`config.mk`:
```
export PLATFORM = sky130hd
export DESIGN_NAME = audio_fir_decimator
export DESIGN_NICKNAME = d
export VERILOG_FILES = /design/src/rtl/audio_fir_pkg.sv /design/src/rtl/audio_fir_mac.sv /design/src/rtl/audio_fir_decimator.sv
export SDC_FILE = /design/constraint.sdc
export NUM_CORES = 2
export LEC_CHECK = 0
export CORE_UTILIZATION = 53
export DETAILED_ROUTE_END_ITERATION = 10
export PLACE_DENSITY = 0.8
export SKIP_CTS_REPAIR_TIMING = 1
export SYNTH_ARGS = -nofsm -noshare
export SYNTH_HDL_FRONTEND = slang
export SYNTH_HIERARCHICAL = 1
export SYNTH_SLANG_ARGS = --single-unit
```
`constraint.sdc`:
```
create_clock -name clk -period 35.1 [get_ports clk]
set_input_delay 3.51 -clock clk [delete_from_list [all_inputs] [get_ports clk]]
set_output_delay 3.51 -clock clk [all_outputs]
set_load 0.05 [all_outputs]
```
`src/rtl/audio_fir_pkg.sv`:
```
// Shared types and arithmetic helpers for the audio FIR datapath.
//   fir_state_e : sequencing states of the decimating FIR.
//   acc_width   : accumulator width that cannot overflow for a TAPS-long sum.
//   round_sat   : round-half-up and saturate an accumulator to the sample width.
package audio_fir_pkg;

  typedef enum logic [1:0] {
    StIdle,
    StMac,
    StDrain,
    StRound
  } fir_state_e;

  function automatic int unsigned acc_width(input int unsigned iw, input int unsigned cw,
                                            input int unsigned taps);
    return iw + cw + $clog2(taps);
  endfunction

  // Works on a 64-bit carrier so one helper serves every parameterisation; only the low
  // aw bits of acc are meaningful and are re-sign-extended here. Requires aw <= 62, cw >= 2.
  function automatic logic signed [63:0] round_sat(input logic signed [63:0] acc,
                                                   input int unsigned aw,
                                                   input int unsigned iw,
                                                   input int unsigned cw);
    logic signed [63:0] sext;
    logic signed [63:0] rounded;
    logic signed [63:0] max_v;
    logic signed [63:0] min_v;
    sext    = (acc <<< (64 - aw)) >>> (64 - aw);
    rounded = (sext + (64'sd1 <<< (cw - 2))) >>> (cw - 1);
    max_v   = (64'sd1 <<< (iw - 1)) - 64'sd1;
    min_v   = -max_v - 64'sd1;
    if (rounded > max_v) begin
      return max_v;
    end
    if (rounded < min_v) begin
      return min_v;
    end
    return rounded;
  endfunction

endpackage

```
`src/rtl/audio_fir_mac.sv`:
```
// Registered signed multiplier followed by an accumulator.
//   clk, reset  : clock, asynchronous active-high reset
//   flush       : synchronous clear of product and accumulator
//   mul_en      : register sample*coeff this cycle
//   mul_first   : this product starts a new sum (accumulator is restarted from it)
//   sample      : signed multiplicand (IW bits)
//   coeff       : signed coefficient (CW bits)
//   acc_valid   : a registered product is being folded into the accumulator this cycle
//   acc_next    : accumulator value loaded at the coming edge when acc_valid is high
module audio_fir_mac #(
  parameter int unsigned IW = 16,
  parameter int unsigned CW = 16,
  parameter int unsigned AW = 37
) (
  input  logic                 clk,
  input  logic                 reset,
  input  logic                 flush,
  input  logic                 mul_en,
  input  logic                 mul_first,
  input  logic signed [IW-1:0] sample,
  input  logic signed [CW-1:0] coeff,
  output logic                 acc_valid,
  output logic signed [AW-1:0] acc_next
);

  localparam int unsigned PW = IW + CW;

  logic signed [PW-1:0] prod_q;
  logic                 prod_vld_q;
  logic                 prod_first_q;
  logic signed [AW-1:0] acc_q;
  logic signed [AW-1:0] acc_base;
  logic signed [AW-1:0] prod_ext;

  always_ff @(posedge clk or posedge reset) begin
    if (reset) begin
      prod_q       <= '0;
      prod_vld_q   <= 1'b0;
      prod_first_q <= 1'b0;
      acc_q        <= '0;
    end else if (flush) begin
      prod_q       <= '0;
      prod_vld_q   <= 1'b0;
      prod_first_q <= 1'b0;
      acc_q        <= '0;
    end else begin
      prod_vld_q <= mul_en;
      if (mul_en) begin
        prod_q       <= PW'(sample) * PW'(coeff);
        prod_first_q <= mul_first;
      end
      if (prod_vld_q) begin
        acc_q <= acc_next;
      end
    end
  end

  always_comb begin
    acc_base = prod_first_q ? '0 : acc_q;
    prod_ext = AW'(prod_q);
    acc_next = acc_base + prod_ext;
  end

  assign acc_valid = prod_vld_q;

endmodule

```
`src/rtl/audio_fir_decimator.sv`:
```
// Multi-channel time-multiplexed decimating FIR with one shared multiplier.
//   clk, reset : clock, asynchronous active-high reset
//   flush      : synchronous clear of delay lines, phase and any in-flight computation
//   coeffs     : TAPS signed Q1.(CW-1) coefficients, shared by all channels
//   in_data    : packed input frame, channel 0 in the LSBs; in_valid/in_ready handshake
//   out_data   : packed filtered frame; out_valid/out_ready handshake, held until taken
//   busy       : a filter computation is in progress
// Every DECIM-th accepted frame starts CHANNELS*TAPS multiply cycles (channel-major, tap
// ascending), one drain cycle for the product register and one cycle to publish all channels.
module audio_fir_decimator
  import audio_fir_pkg::*;
#(
  parameter int unsigned IW       = 16,
  parameter int unsigned CW       = 16,
  parameter int unsigned TAPS     = 32,
  parameter int unsigned CHANNELS = 2,
  parameter int unsigned DECIM    = 6
) (
  input  logic                     clk,
  input  logic                     reset,
  input  logic                     flush,
  input  logic signed [CW-1:0]     coeffs [TAPS],
  input  logic [CHANNELS*IW-1:0]   in_data,
  input  logic                     in_valid,
  output logic                     in_ready,
  output logic [CHANNELS*IW-1:0]   out_data,
  output logic                     out_valid,
  input  logic                     out_ready,
  output logic                     busy
);

  localparam int unsigned AW   = acc_width(IW, CW, TAPS);
  localparam int unsigned TapW = (TAPS > 1) ? $clog2(TAPS) : 1;
  localparam int unsigned ChW  = (CHANNELS > 1) ? $clog2(CHANNELS) : 1;
  localparam int unsigned PhW  = (DECIM > 1) ? $clog2(DECIM) : 1;

  localparam logic [TapW-1:0] TapLast = TapW'(TAPS - 1);
  localparam logic [ChW-1:0]  ChLast  = ChW'(CHANNELS - 1);
  localparam logic [PhW-1:0]  PhLast  = PhW'(DECIM - 1);

  fir_state_e state_q, state_d;

  logic signed [IW-1:0]   dline_q [CHANNELS][TAPS];
  logic [PhW-1:0]         phase_q;
  logic [TapW-1:0]        tap_q;
  logic [ChW-1:0]         ch_q;
  logic                   mac_last_q;
  logic [ChW-1:0]         mac_ch_q;
  logic signed [IW-1:0]   stage_q [CHANNELS];
  logic [CHANNELS*IW-1:0] out_data_q;
  logic                   out_valid_q;

  logic                 accept;
  logic                 trigger;
  logic                 mac_done;
  logic                 mul_en;
  logic signed [IW-1:0] mul_sample;
  logic signed [CW-1:0] mul_coeff;
  logic                 acc_valid;
  logic signed [AW-1:0] acc_next;

  // A pending, unaccepted output frame blocks new input so it can never be overwritten.
  assign in_ready = (state_q == StIdle) && !(out_valid_q && !out_ready);
  assign accept   = in_valid && in_ready;
  assign trigger  = accept && (phase_q == PhLast);
  assign mac_done = (ch_q == ChLast) && (tap_q == TapLast);
  assign mul_en   = (state_q == StMac);

  assign busy      = (state_q != StIdle);
  assign out_data  = out_data_q;
  assign out_valid = out_valid_q;

  // FSM

  always_ff @(posedge clk or posedge reset) begin
    if (reset) begin
      state_q <= StIdle;
    end else begin
      state_q <= state_d;
    end
  end

  always_comb begin
    state_d = state_q;
    if (flush) begin
      state_d = StIdle;
    end else begin
      unique case (state_q)
        StIdle:  if (trigger) state_d = StMac;
        StMac:   if (mac_done) state_d = StDrain;
        StDrain: state_d = StRound;
        StRound: state_d = StIdle;
        default: state_d = StIdle;
      endcase
    end
  end

  // Delay lines and decimation phase

  always_ff @(posedge clk or posedge reset) begin
    if (reset) begin
      for (int c = 0; c < CHANNELS; c++) begin
        for (int k = 0; k < TAPS; k++) begin
          dline_q[c][k] <= '0;
        end
      end
      phase_q <= '0;
    end else if (flush) begin
      for (int c = 0; c < CHANNELS; c++) begin
        for (int k = 0; k < TAPS; k++) begin
          dline_q[c][k] <= '0;
        end
      end
      phase_q <= '0;
    end else if (accept) begin
      for (int c = 0; c < CHANNELS; c++) begin
        for (int k = TAPS - 1; k > 0; k--) begin
          dline_q[c][k] <= dline_q[c][k-1];
        end
        dline_q[c][0] <= in_data[c*IW +: IW];
      end
      phase_q <= (phase_q == PhLast) ? '0 : phase_q + PhW'(1);
    end
  end

  // Tap / channel sequencing during MAC

  always_ff @(posedge clk or posedge reset) begin
    if (reset) begin
      tap_q <= '0;
      ch_q  <= '0;
    end else if (flush || (state_q != StMac)) begin
      tap_q <= '0;
      ch_q  <= '0;
    end else if (tap_q == TapLast) begin
      tap_q <= '0;
      ch_q  <= ch_q + ChW'(1);
    end else begin
      tap_q <= tap_q + TapW'(1);
    end
  end

  assign mul_sample = dline_q[ch_q][tap_q];
  assign mul_coeff  = coeffs[tap_q];

  // Tag travelling with the registered product: marks the final tap of a channel.
  always_ff @(posedge clk or posedge reset) begin
    if (reset) begin
      mac_last_q <= 1'b0;
      mac_ch_q   <= '0;
    end else if (flush) begin
      mac_last_q <= 1'b0;
      mac_ch_q   <= '0;
    end else if (mul_en) begin
      mac_last_q <= (tap_q == TapLast);
      mac_ch_q   <= ch_q;
    end
  end

  audio_fir_mac #(
    .IW (IW),
    .CW (CW),
    .AW (AW)
  ) u_mac (
    .clk       (clk),
    .reset     (reset),
    .flush     (flush),
    .mul_en    (mul_en),
    .mul_first (tap_q == '0),
    .sample    (mul_sample),
    .coeff     (mul_coeff),
    .acc_valid (acc_valid),
    .acc_next  (acc_next)
  );

  // Per-channel results are staged and only published together in StRound.
  always_ff @(posedge clk or posedge reset) begin
    if (reset) begin
      for (int c = 0; c < CHANNELS; c++) begin
        stage_q[c] <= '0;
      end
    end else if (!flush && acc_valid && mac_last_q) begin
      stage_q[mac_ch_q] <= IW'(round_sat({{(64 - AW){acc_next[AW-1]}}, acc_next}, AW, IW, CW));
    end
  end

  // Output register and handshake

  always_ff @(posedge clk or posedge reset) begin
    if (reset) begin
      out_data_q  <= '0;
      out_valid_q <= 1'b0;
    end else if (flush) begin
      out_valid_q <= 1'b0;
    end else if (state_q == StRound) begin
      for (int c = 0; c < CHANNELS; c++) begin
        out_data_q[c*IW +: IW] <= stage_q[c];
      end
      out_valid_q <= 1'b1;
    end else if (out_valid_q && out_ready) begin
      out_valid_q <= 1'b0;
    end
  end

endmodule

```
# Yosys cells after proc, flatten, opt, wreduce, memory -nomap -nowiden
# Index checks and enable logic that the tools add are counted.
[totals]
ff_bits = 1173
output_inout_bits = 35
word_cells = 175
[op_classes]
n_addsub = 5
multipliers = 1
order_cmp = 6
n_eq_ne = 8
n_mux = 50
n_bitwise = 4
reduce_logical = 23
[ops]
columns = ["operator", "count"]
rows = [
  ["$mux 1024", 2],
  ["$mux 512", 3],
  ["$bmux 16 s5", 2],
  ["$mux 16", 10],
  ["$mux 37", 3],
  ["$mux 32", 2],
  ["$add 37x16->38 const B", 1],
  ["$add 37x32->37", 1],
  ["$bwmux 32", 1],
  ["$mul 16x16->32", 1],
  ["$gt 23x16->1 const B", 1],
  ["$lt 23x16->1 const B", 1],
  ["$mux 1", 17],
  ["$demux 16 s1", 1],
  ["$mux 5", 2],
  ["$reduce_bool 2->1", 5],
  ["$logic_and 1x1->1", 9],
  ["$mux 3", 3],
  ["$pmux 2 s4", 1],
  ["$ge 6x6->1 const B", 1],
  ["$mux 2", 3],
  ["$ne 3x3->1 const B", 2],
  ["$not 5->6", 1],
  ["$add 5x1->5 const B", 1],
  ["17 further kinds", 23],
]

# Logic depth before layout (Yosys ltp)
[depth]
word_depth = 12
ltp_mapped = 34
ltp_nobuf = 29

# By module
# The synthesis kept the hierarchy.
[by_module_without_submodules]
columns = ["mod", "instances", "cells_each", "area_per_inst_um2", "seq_area_each_um2"]
rows = [
  ["audio_fir_decimator", 1, 3744, 52012.4, 27576.4],
  ["audio_fir_mac", 1, 1607, 14716.6, 1776.7],
]

# Worst setup path before layout
# No wires, ideal clock.
[synth_timing]
path_kind = "input-to-reg"
startpoint = "input port coeffs[1] in the netlist's numbering"
endpoint = "register u_mac.prod_q[31]"
t_arrival_ns = 10.332
setup_slack_ns = 24.669
stages = 22
path_buffers = 1
path_cell_list = "mux4_2 > mux4_2 > mux2_2 > clkbuf_1 > nand2_1 > inv_1 > fa_1 > fa_1 > fa_1 > fa_1 > fa_1 > fa_1 > ha_1 > a21oi_1 > o21bai_1 > a21oi_1 > nor2b_1 > o21ai_0 > a21oi_1 > o31a_1 > or3_1 > a311oi_1"
[synth_between]
elab_chain_cells = 6
[synth_rtl]
columns = ["item", "line_no", "rtl"]
rows = [
  ["start: declaration", "audio_fir_decimator.sv:22", "input logic signed [CW-1:0] coeffs [TAPS],"],
  ["$bmux 16 s5", "audio_fir_decimator.sv:144", "assign mul_coeff = coeffs[tap_q];"],
  ["$mux 16 (not written as such) (2 in a row)", "audio_fir_decimator.sv:144", ""],
  ["named net mul_coeff[1]", "audio_fir_decimator.sv:58", "logic signed [CW-1:0] mul_coeff;"],
  ["$mul 16x16->32", "audio_fir_mac.sv:49", "prod_q <= PW'(sample) * PW'(coeff);"],
  ["$mux 32", "audio_fir_mac.sv:48", "if (mul_en) begin"],
  ["$mux 32", "audio_fir_mac.sv:41", "end else if (flush) begin"],
  ["end signal: assignment", "audio_fir_mac.sv:49", ""],
  ["end: declaration", "audio_fir_mac.sv:28", "logic signed [PW-1:0] prod_q;"],
]
# The timed path passes the listed nets, and every way through them passes these cells. The select of a mux whose other input is x is not followed.
# A chain may end at the register's enable or synchronous reset.

# Final worst setup path
[layout_timing]
startpoint = "input port coeffs[463] in the netlist's numbering"
endpoint = "register u_mac.prod_q[31]"
# The elaborated chain is that of the path after synthesis.

==> summary.txt <==
Min path
  – Min-Delay Startpoint: dline_q[175]
  – HP Class: register to register

GRT
  – First-pass GRT wire length: 299000 microns
  – Vias in the first global route: 48.3k
  – Initial antenna violation count: 42
  – GR Util met3: 11.2%
  – GRT busiest layer: met2
  – Largest net degree at the start of global routing: 249
  – M1 GR Usage: 43.4%
  – Overall Global Routing Usage: 30.7%
  – Overflow after GRT: 0
  – Met2 usage: 44.1%

Clocking
  – Clock buffer depth: 3
  – CTS Sinks: 1173
  – Clock transition at path regs: 0.06 ns
  – Htree depth: 3
  – CTS tree: done
  – Total CTS buffers: 116
  – Skew-Pair Late Insertion Delay: 0.74 ns
  – CTS root buffer: clkbuf_16

Synth
  – Post-synth EDFFs: 0
  – Yosys warning count: 6
  – Syn Area/Cell: 12.5 sq um
  – Post-Syn Area: 66700 sq um
  – Post-synth ARST share: 100%
  – Syn Nets: 6289
  – Synth Flop Type: dfrtp_1
  – Sequential share of the synthesized area: 44.0%
  – #FFs+latches synth: 1173
  – Gate Count Post-Synth: 5351
  – Synth unique cells: 83

Worst setup path
  – Crit path launch type: primary input
  – Crit path max fanout: 13
  – Launch point of the worst path: coeffs[463]
  – Worst path top cell family by delay: adder cells
  – Worst Path Required: 35.68 ns
  – CP most frequent cell: fa_1
  – Slowest stage cell on the critical path: mux4_2
  – R2R Path Start: ch_q
  – Worst Path Buf+Inv: 4
  – Crit path kind: primary input to register
  – Max incr delay on CP: 0.73 ns
  – CP Capture Type: register
  – Crit path DAT: 11.90 ns
  – Critical-path cell list: clkdlybuf4s50_1 -> mux4_2 -> mux4_2 -> mux2_2 -> inv_1 -> nor2_1 -> fa_1 -> fa_1 -> fa_1 -> fa_1 -> fa_1 -> inv_1 -> fa_1 -> inv_1 -> ha_1 -> a211o_1 -> a211oi_2 -> nand3_2 -> a41oi_2 -> nor3_1 -> o31a_1 -> or3_1 -> a311oi_1

Pwr
  – Power density of the placed cells: 67.7 nW/um^2
  – Leak: 33.8 nW
  – Maximum VDD drop: 115 uV
  – Power, Total: 5.23 mW

Routing
  – First-pass iteration count of the detailed router: 6
  – Final WL: 195000 microns
  – Via count: 48.1k
  – Vias per Instance: 6.49
  – Post-detailed-route wirelength per cell: 26.3 microns
  – Remaining antenna violation count: 0
  – DR iter-0 viols: 4916
  – Residual DRC count: 0

Cells and area
  – Fraction of layout cells with a size suffix above 1: 12.7%
  – Post-layout util: 62.2%
  – Area of the multi-input gates: 34300 sq um
  – Area Overhead vs Synth: 15.9%
  – Most common cell after layout, fill and taps aside: dfrtp_1
  – Commonest non-fill, non-tap cells in the layout: dfrtp_1, a22o_1, clkdlybuf4s50_1
  – Fillcell total: 9234
  – Seq. cell area: 29400 sq um
  – Post-layout nets: 6612
  – Post-route cell area: 77300 sq um

Floorplan
  – FP Rows: 129
  – I/O pins: 584
  – Total die area: 127000 sq um
  – Chip height: 357 microns
  – Core footprint: 124000 sq um
  – Starting density of the core: 53.7%
  – Chip width: 357 microns

STA
  – Worst-margin pin slew: 1.28 ns
  – Fmax: 88.3 MHz
  – Final count of pins violating max slew: 0
  – Fin crit share: 32.3%
  – Worst slew margin: 14.6%
  – Final setup fails: 0
  – Final Skew: 0.0764 ns
  – Setup TNS: 0 ns
  – Fin. Hold Viols: 0
  – RSZ-0062 raised after global routing: false
  – Setup ws final: 23.77 ns
  – Tmin final: 11.33 ns

Placed design
  – GPL Wtd Cong: 0.981
  – Placed Instance Area: 73300 sq um
  – HPWL after detailed placement: 134000 microns
  – Number of buffers added on ports: 583
  – Pre-CTS WS: 23.23 ns

Run status
  – Status: finished clean

Job
  – Total of max-cap violations: 0
cells in the mapped netlist, drive strengths merged, types with 36 or more instances:
cell,instances,area share (%)
a21oi,219,1.6
a22o,908,12
a31oi,36,0.34
and2,140,1.3
buf,120,1.1
clkbuf,317,1.8
dfrtp,1173,44
fa,263,7.9
ha,126,2.4
inv,316,1.8
mux2,51,0.86
mux2i,192,2.9
mux4,390,13
nand2,409,2.3
nor2,187,1.1
nor2b,40,0.39
nor3,37,0.29
o21ai,38,0.29
o221ai,65,0.85
xnor2,57,0.75
cell families after synthesis:
family,Yosys count,share of synthesized area [%]
adder cells (fa/ha/maj),389,10.3
AND/OR/NAND/NOR,899,6.23
XOR/XNOR,90,1.18
buffers and inverters,759,4.69
AO/OA/AOI/OAI,1408,16.7
flip-flops,1173,44.0
multiplexers,633,16.9
per-layer routing:
layer / part of all wire, % / routed length, microns
met1: 41 / 80500
met2: 45 / 87000
met3: 11 / 21700
met4: 2.9 / 5710
met5: 0.17 / 332
where the power goes:
part / switching (mW) / internal [mW]
Combinational: 1.52 / 1.02
Clock: 0.538 / 0.728
Sequential: 0.0394 / 1.39
Total: 2.10 / 3.14
state kept, by name, summed over array words and instances (netlist names):
name	cells
mac_ch_q	1
state_q	2
u_mac/acc_q	37
mac_last_q	1
out_data	32
tap_q	5
dline_q	1024
stage_q	32
ch_q	1
u_mac/prod_first_q	1
out_valid	1
phase_q	3
u_mac/prod_q	32
u_mac/acc_valid	1
worst paths after layout:
| path | to | slack [ns] | cells after the start |
|---|---|---|---|
| worst max-delay path | u_mac/prod_q[31] | 23.77 | 23 |
| worst min-delay path | dline_q[159] | 0.48 | 1 |
| worst max register to register | u_mac/prod_q[31] | 23.92 | 28 |
| worst min register to register | dline_q[159] | 0.48 | 1 |
| max in group asynchronous | dline_q[931] | 27.66 | 6 |
| min in group asynchronous | out_data[10] | 3.47 | 2 |
metrics by stage:
stage / hold WS [ns] / instances
6_report: 0.484 / 7422
5_1_grt: 0.501 / 7417
4_1_cts: 0.480 / 7399
3_5_place_dp: 0.493 / 7193
3_3_place_gp: 0.486 / 7193
2_1_floorplan: 0.455 / 5351
layout make-up:
type / instances / area share (%)
antenna: 23 / 0.0744
clock buffer: 166 / 4.26
clock inverter: 40 / 0.796
inverter: 316 / 1.54
multi-input combinational: 3419 / 44.4
sequential: 1173 / 38.0
tap: 1637 / 2.65
timing repair buffer: 648 / 8.29
No activity file was read; power rests on OpenSTA's default activity.
